===== config.mk =====
export PLATFORM = sky130hd
export DESIGN_NAME = load_store_unit_flat
export DESIGN_NICKNAME = d
export VERILOG_FILES = /design/src/rtl/load_store_unit_if.sv /design/src/rtl/load_store_unit.sv /design/src/flat_wrapper.sv
export SDC_FILE = /design/constraint.sdc
export NUM_CORES = 1
export LEC_CHECK = 0
export BUFFER_PORTS_ARGS = -buffer_cell sky130_fd_sc_hd__buf_2
export CAP_MARGIN = 0
export CORE_UTILIZATION = 55
export DETAILED_ROUTE_END_ITERATION = 12
export PLACE_DENSITY = 0.88
export SETUP_SLACK_MARGIN = 0.4
export SYNTH_ARGS = -nofsm -noshare
export SYNTH_HDL_FRONTEND = slang
export SYNTH_SLANG_ARGS = --single-unit

===== constraint.sdc =====
create_clock -name clk -period 6.4 [get_ports clk]
set_clock_uncertainty 0.15 [all_clocks]
set_input_delay 0.96 -clock clk [delete_from_list [all_inputs] [get_ports clk]]
set_output_delay 0.96 -clock clk [all_outputs]
set_load 0.01 [all_outputs]

===== src/rtl/load_store_unit_if.sv =====
// Request, writeback and byte-bus signals between the scheduler/memory
// side and the load/store unit.
interface load_store_unit_if #(
  parameter int ADDR_W = 16
) ();
  // scheduler -> LSU request
  logic              rq_start;
  logic              rq_cmd;
  logic              rq_width;
  logic              rq_tag;
  logic [ADDR_W-1:0] agu_addr;
  logic [15:0]       st_data;
  logic              rq_wait;
  // LSU -> writeback
  logic [15:0]       data_out;
  logic              data_tag;
  logic              data_wb;
  // LSU <-> 8-bit memory bus
  logic [ADDR_W-1:0] mem_addr;
  logic [7:0]        mem_dout;
  logic [7:0]        mem_din;
  logic              mem_rd;
  logic              mem_wr;
  logic              mem_ready;

  // Environment side: scheduler front plus memory responder.
  modport master (
    output rq_start, rq_cmd, rq_width, rq_tag, agu_addr, st_data,
    output mem_din, mem_ready,
    input  rq_wait, data_out, data_tag, data_wb,
    input  mem_addr, mem_dout, mem_rd, mem_wr
  );

  // LSU side.
  modport slave (
    input  rq_start, rq_cmd, rq_width, rq_tag, agu_addr, st_data,
    input  mem_din, mem_ready,
    output rq_wait, data_out, data_tag, data_wb,
    output mem_addr, mem_dout, mem_rd, mem_wr
  );
endinterface


===== src/rtl/load_store_unit.sv =====
// Load/store unit: takes one scheduler request at a time and runs it as one
// or two byte cycles on the external 8-bit bus. Loads return on the
// writeback channel with the tag of the issuing reservation station.
module load_store_unit #(
  parameter int ADDR_W    = 16,
  parameter bit BYTE_SEXT = 1'b0
) (
  input  logic                 clk,
  input  logic                 a_rst,
  load_store_unit_if.slave     bus
);

  typedef enum logic [1:0] {IDLE, LO, HI, WB} state_t;

  state_t            state_reg, state_next;
  logic              busy_reg;
  logic              cmd_reg, width_reg, tag_reg;
  logic [ADDR_W-1:0] addr_reg;
  logic [ADDR_W-1:0] addr_hi;
  logic [15:0]       st_data_reg;
  logic [7:0]        lo_reg;
  logic [15:0]       data_out_reg;
  logic              data_tag_reg;
  logic              data_wb_reg;
  logic [15:0]       byte_result;
  logic              lo_done, hi_done;

  // Second byte of a word access; natural wrap at the top of the space.
  assign addr_hi = addr_reg + ADDR_W'(1);

  assign lo_done = (state_reg == LO) && bus.mem_ready;
  assign hi_done = (state_reg == HI) && bus.mem_ready;

  // Byte-load result: low byte straight from the bus, upper byte either
  // zeros or copies of bit 7 depending on BYTE_SEXT.
  genvar gi;
  generate
    for (gi = 8; gi < 16; gi++) begin : g_ext
      assign byte_result[gi] = BYTE_SEXT & bus.mem_din[7];
    end
  endgenerate
  assign byte_result[7:0] = bus.mem_din;

  // State register; busy is registered so rq_wait never depends on rq_start.
  always_ff @(posedge clk or posedge a_rst) begin
    if (a_rst) begin
      state_reg <= IDLE;
      busy_reg  <= 1'b0;
    end else begin
      state_reg <= state_next;
      busy_reg  <= (state_next != IDLE);
    end
  end

  // Next state and bus drive; strobes decode from state so reset drops them at once.
  always_comb begin
    state_next   = state_reg;
    bus.mem_addr = '0;
    bus.mem_dout = '0;
    bus.mem_rd   = 1'b0;
    bus.mem_wr   = 1'b0;
    case (state_reg)
      IDLE: begin
        if (bus.rq_start) state_next = LO;
      end
      LO: begin
        bus.mem_addr = addr_reg;
        bus.mem_dout = st_data_reg[7:0];
        bus.mem_rd   = ~cmd_reg;
        bus.mem_wr   = cmd_reg;
        if (bus.mem_ready) begin
          if (width_reg)    state_next = HI;
          else if (cmd_reg) state_next = IDLE;
          else              state_next = WB;
        end
      end
      HI: begin
        bus.mem_addr = addr_hi;
        bus.mem_dout = st_data_reg[15:8];
        bus.mem_rd   = ~cmd_reg;
        bus.mem_wr   = cmd_reg;
        if (bus.mem_ready) begin
          if (cmd_reg) state_next = IDLE;
          else         state_next = WB;
        end
      end
      WB: begin
        state_next = IDLE;
      end
      default: begin
        state_next = IDLE;
      end
    endcase
  end

  // Latch the request fields on acceptance so the scheduler may move on.
  always_ff @(posedge clk or posedge a_rst) begin
    if (a_rst) begin
      cmd_reg     <= 1'b0;
      width_reg   <= 1'b0;
      tag_reg     <= 1'b0;
      addr_reg    <= '0;
      st_data_reg <= '0;
    end else if ((state_reg == IDLE) && bus.rq_start) begin
      cmd_reg     <= bus.rq_cmd;
      width_reg   <= bus.rq_width;
      tag_reg     <= bus.rq_tag;
      addr_reg    <= bus.agu_addr;
      st_data_reg <= bus.st_data;
    end
  end

  // Hold the low byte of a word load until the high byte arrives.
  always_ff @(posedge clk or posedge a_rst) begin
    if (a_rst) begin
      lo_reg <= '0;
    end else if (lo_done) begin
      lo_reg <= bus.mem_din;
    end
  end

  // Build the load result on the edge into WB; it then holds until the next load.
  always_ff @(posedge clk or posedge a_rst) begin
    if (a_rst) begin
      data_out_reg <= '0;
      data_tag_reg <= 1'b0;
      data_wb_reg  <= 1'b0;
    end else begin
      data_wb_reg <= (state_next == WB);
      if (lo_done && !width_reg && !cmd_reg) begin
        data_out_reg <= byte_result;
        data_tag_reg <= tag_reg;
      end else if (hi_done && !cmd_reg) begin
        data_out_reg <= {bus.mem_din, lo_reg};
        data_tag_reg <= tag_reg;
      end
    end
  end

  assign bus.rq_wait  = busy_reg;
  assign bus.data_out = data_out_reg;
  assign bus.data_tag = data_tag_reg;
  assign bus.data_wb  = data_wb_reg;

endmodule


===== src/flat_wrapper.sv =====
// flat-port wrapper written by rule: the top's interface ports become plain ports
module load_store_unit_flat 
#(
  parameter int ADDR_W    = 16,
  parameter bit BYTE_SEXT = 1'b0
)
  (clk, a_rst, bus_rq_start, bus_rq_cmd, bus_rq_width, bus_rq_tag, bus_agu_addr, bus_st_data, bus_mem_din, bus_mem_ready, bus_rq_wait, bus_data_out, bus_data_tag, bus_data_wb, bus_mem_addr, bus_mem_dout, bus_mem_rd, bus_mem_wr);
  load_store_unit_if #(.ADDR_W(ADDR_W)) bus_i ();
  input  logic clk;
  input  logic a_rst;
  input wire logic [$bits(bus_i.rq_start)-1:0] bus_rq_start;
  input wire logic [$bits(bus_i.rq_cmd)-1:0] bus_rq_cmd;
  input wire logic [$bits(bus_i.rq_width)-1:0] bus_rq_width;
  input wire logic [$bits(bus_i.rq_tag)-1:0] bus_rq_tag;
  input wire logic [$bits(bus_i.agu_addr)-1:0] bus_agu_addr;
  input wire logic [$bits(bus_i.st_data)-1:0] bus_st_data;
  input wire logic [$bits(bus_i.mem_din)-1:0] bus_mem_din;
  input wire logic [$bits(bus_i.mem_ready)-1:0] bus_mem_ready;
  output wire logic [$bits(bus_i.rq_wait)-1:0] bus_rq_wait;
  output wire logic [$bits(bus_i.data_out)-1:0] bus_data_out;
  output wire logic [$bits(bus_i.data_tag)-1:0] bus_data_tag;
  output wire logic [$bits(bus_i.data_wb)-1:0] bus_data_wb;
  output wire logic [$bits(bus_i.mem_addr)-1:0] bus_mem_addr;
  output wire logic [$bits(bus_i.mem_dout)-1:0] bus_mem_dout;
  output wire logic [$bits(bus_i.mem_rd)-1:0] bus_mem_rd;
  output wire logic [$bits(bus_i.mem_wr)-1:0] bus_mem_wr;
  assign bus_i.rq_start = bus_rq_start;
  assign bus_i.rq_cmd = bus_rq_cmd;
  assign bus_i.rq_width = bus_rq_width;
  assign bus_i.rq_tag = bus_rq_tag;
  assign bus_i.agu_addr = bus_agu_addr;
  assign bus_i.st_data = bus_st_data;
  assign bus_i.mem_din = bus_mem_din;
  assign bus_i.mem_ready = bus_mem_ready;
  assign bus_rq_wait = bus_i.rq_wait;
  assign bus_data_out = bus_i.data_out;
  assign bus_data_tag = bus_i.data_tag;
  assign bus_data_wb = bus_i.data_wb;
  assign bus_mem_addr = bus_i.mem_addr;
  assign bus_mem_dout = bus_i.mem_dout;
  assign bus_mem_rd = bus_i.mem_rd;
  assign bus_mem_wr = bus_i.mem_wr;
  load_store_unit #(.ADDR_W(ADDR_W), .BYTE_SEXT(BYTE_SEXT)) u_core (.clk(clk), .a_rst(a_rst), .bus(bus_i));
endmodule

==> results_dict.tcl <==
set metrics [dict create \
    synth_edf_count 0 \
    hold_violations 0 \
    drt_first_pass_iters 4 \
    fin_crit_sh_pct 60.0 \
    tightest_slew_ns 0.805 \
    maxSlewHeadroom_pct 46.3 \
    clk_pin_slew_worst_paths_ns 0.06 \
    max_cap_viol_count 0 \
    grt_pass1_vias 2480 \
    cts_tree "done" \
    die_h_um 78.4 \
    syn2layout_area_growth_pct 21.4 \
    path_class "reg -> out" \
    synth_fp_nets 344 \
    num_vias 2542 \
    yosysUniqueCellTypes 40 \
    placementRows 27 \
    die_w_um 78.4 \
    drc 0 \
    drv_slew 0 \
    ys_seq_area_share_pct 49.8 \
    p_per_area_mw_per_mm2 516 \
    path_cells "inv_1, ha_1, nand2_1, or4_1, nand3_1, buf_2" \
    place_area_mm2 0.00369 \
    critical_path_arrival_ns 2.73 \
    grt.total_usage_pct 24.4 \
    synth-seq-cells 64 \
    clockBufferDepth 2 \
    synth_cells 292 \
    die_area_mm2 0.00615 \
    synth_area_per_cell_um2 11.0 \
    dp_hpwl_mm 4.74 \
    finalSetupViolations 0 \
    drive_gt1_share_pct 41.7 \
    clockRootBuffer "clkbuf_8" \
    cp-end-kind "output port" \
    ys.flop_type "dfrtp_1" \
    cp-start-kind "register" \
    cts_hold_buf 0 \
    fin_crit_ns 3.84 \
    cp.required_ns 5.29 \
    clk-insertion-delay-late_ns 0.33 \
    final_cell_area_mm2 0.00390 \
    power.leakage_nw 1.90 \
    cp_slowest_cell "ha_1" \
    synthTopCellsByArea "dfrtp_1, mux2_2, nand2_1" \
    routabilityCongestion 0.804 \
    via_per_inst 5.57 \
    numPortBuffers 91 \
    cts_sinks 64 \
    clock.fmax_mhz 260 \
    fill_cells 425 \
    ir_drop_v 0.000282 \
    io_pins 92 \
    postLayoutCoreUtil_pct 70.0 \
    cts_buffers 9 \
    htreeDepth 3 \
    rsz0062_at_grt "false" \
    initial_utilization_pct 57.7 \
    cts_setup_buffers 0 \
    drt_iter0_markers 203 \
    path_max_fanout 21 \
    grt_pass1_wl_mm 11.4 \
    hold_class "reg -> reg" \
    grt_max_degree 65 \
    drt-total-wl_mm 6.94 \
    core-area_mm2 0.00557 \
    diodes 0 \
    synth_top_area_share_pct 49.8 \
    ant_nets 0 \
    nets 431 \
    antenna_found_initial 0 \
    status "finished, final reports clean" \
    syn_area_mm2 0.00321 \
    ys_warn_count 0 \
    finalSetupTns_ns 0 \
    yosysTopAreaCell "dfrtp_1" \
    grt_overflow_total 0 \
    ctsResizeCount 0 \
    critPathMaxStageDelay_ns 0.61 \
    post_drt_wl_per_cell_um 15.2 \
    async_reset_ff_share_pct 100 \
]
where the power goes:
group | leakage (nW) | internal [mW] | switching, mW | total, mW
Combinational | 1.01 | 0.428 | 0.449 | 0.876
Clock | 0.108 | 0.230 | 0.147 | 0.377
Sequential | 0.774 | 0.605 | 0.155 | 0.760
logic make-up (layout without fill, tap and decap cells):
| family | after synthesis | in the layout | synth area share, % |
|---|---|---|---|
| xor gates and xnor gates | 1 | 1 | 0.273 |
| DFF | 64 | 64 | 49.8 |
| buffers and inverters | 24 | 116 | 3.62 |
| AOI/OAI and AO/OA | 64 | 64 | 12.8 |
| adders and majority gates | 5 | 5 | 1.95 |
| muxes | 54 | 54 | 18.6 |
| and+or+nand+nor | 80 | 80 | 12.9 |
area by class of cell:
type / instances / area [um^2] / area share [%]
sequential: 64 / 1600 / 41.0
clock buffer: 13 / 149 / 3.82
clock inverter: 3 / 65.1 / 1.67
multi-input combinational: 204 / 1500 / 38.3
timing repair buffer: 94 / 478 / 12.2
tap: 72 / 90.1 / 2.31
inverter: 6 / 22.5 / 0.577
critical path, delay by kind of cell (launching register included):
kind	cells	cell delay (ns)
simple gates	3	1.13
buf+inv	2	0.25
flops	1	0.40
fa+ha+maj	1	0.61
routing by layer:
metal  vias to the layer above  GRT usage [%]  share of wire [%]
met5                         -              0                  0
met2                        73           37.7                 49
met1                      1229           31.3                 44
met3                        18           7.44                5.1
li1                       1222              -                  -
met4                         0           11.9                2.4
worst paths after layout:
path	depth (start not counted)	to	from	slack (ns)
min in group asynchronous	3	u_core.lo_reg[2]$_DFFE_PP0N_	a_rst	0.71
min	1	u_core.lo_reg[4]$_DFFE_PP0N_	u_core.lo_reg[4]$_DFFE_PP0N_	0.36
max	6	bus_mem_addr[13]	u_core.state_reg[0]$_DFF_PP0_	2.56
max reg2reg	7	u_core.bus.data_tag$_DFFE_PP0P_	u_core.state_reg[1]$_DFF_PP0_	3.81
min reg2reg	1	u_core.lo_reg[4]$_DFFE_PP0N_	u_core.lo_reg[4]$_DFFE_PP0N_	0.36
max in group asynchronous	3	u_core.bus.data_out[14]$_DFFE_PP0P_	a_rst	4.86
through the flow:
step                      instances  setup slack, ns  total power, mW  hold WS (ns)
after floorplan                 292             3.60             1.36         0.325
after global placement          440             2.98             1.59         0.336
after detailed placement        440             2.95             1.64         0.342
after CTS                       456             2.58             2.02         0.356
after global routing            456             2.35             2.15         0.367
final                           456             2.56             2.01         0.359
cell usage after synthesis, types with 3 or more instances:
cell,n
o41ai_1,3
nand4_1,3
o31ai_1,4
buf_2,9
dfrtp_1,64
nor2_1,4
clkbuf_1,7
o21ai_0,19
inv_1,6
a21boi_0,3
nand3_1,3
a21oi_1,13
nand2_1,39
nor2b_1,13
ha_1,5
mux2_2,46
mux2i_1,8
a41oi_1,3
and2_1,5
a22oi_1,10
layout by cell type, fill, tap and decap left out, drive strengths merged, types with 4 or more instances in the layout:
| cell type | netlist | final |
|---|---|---|
| dfrtp | 64 | 64 |
| ha | 5 | 5 |
| and3 | 4 | 4 |
| o21ai | 19 | 19 |
| nor2b | 13 | 13 |
| and2 | 5 | 5 |
| nor2 | 4 | 4 |
| a21oi | 13 | 13 |
| inv | 6 | 6 |
| nand2 | 40 | 40 |
| buf | 11 | 94 |
| mux2 | 46 | 46 |
| mux2i | 8 | 8 |
| nand4 | 4 | 4 |
| o31ai | 4 | 4 |
| a22oi | 10 | 10 |
| clkbuf | 7 | 13 |
Note: power is estimated with default switching activity, not from simulation.
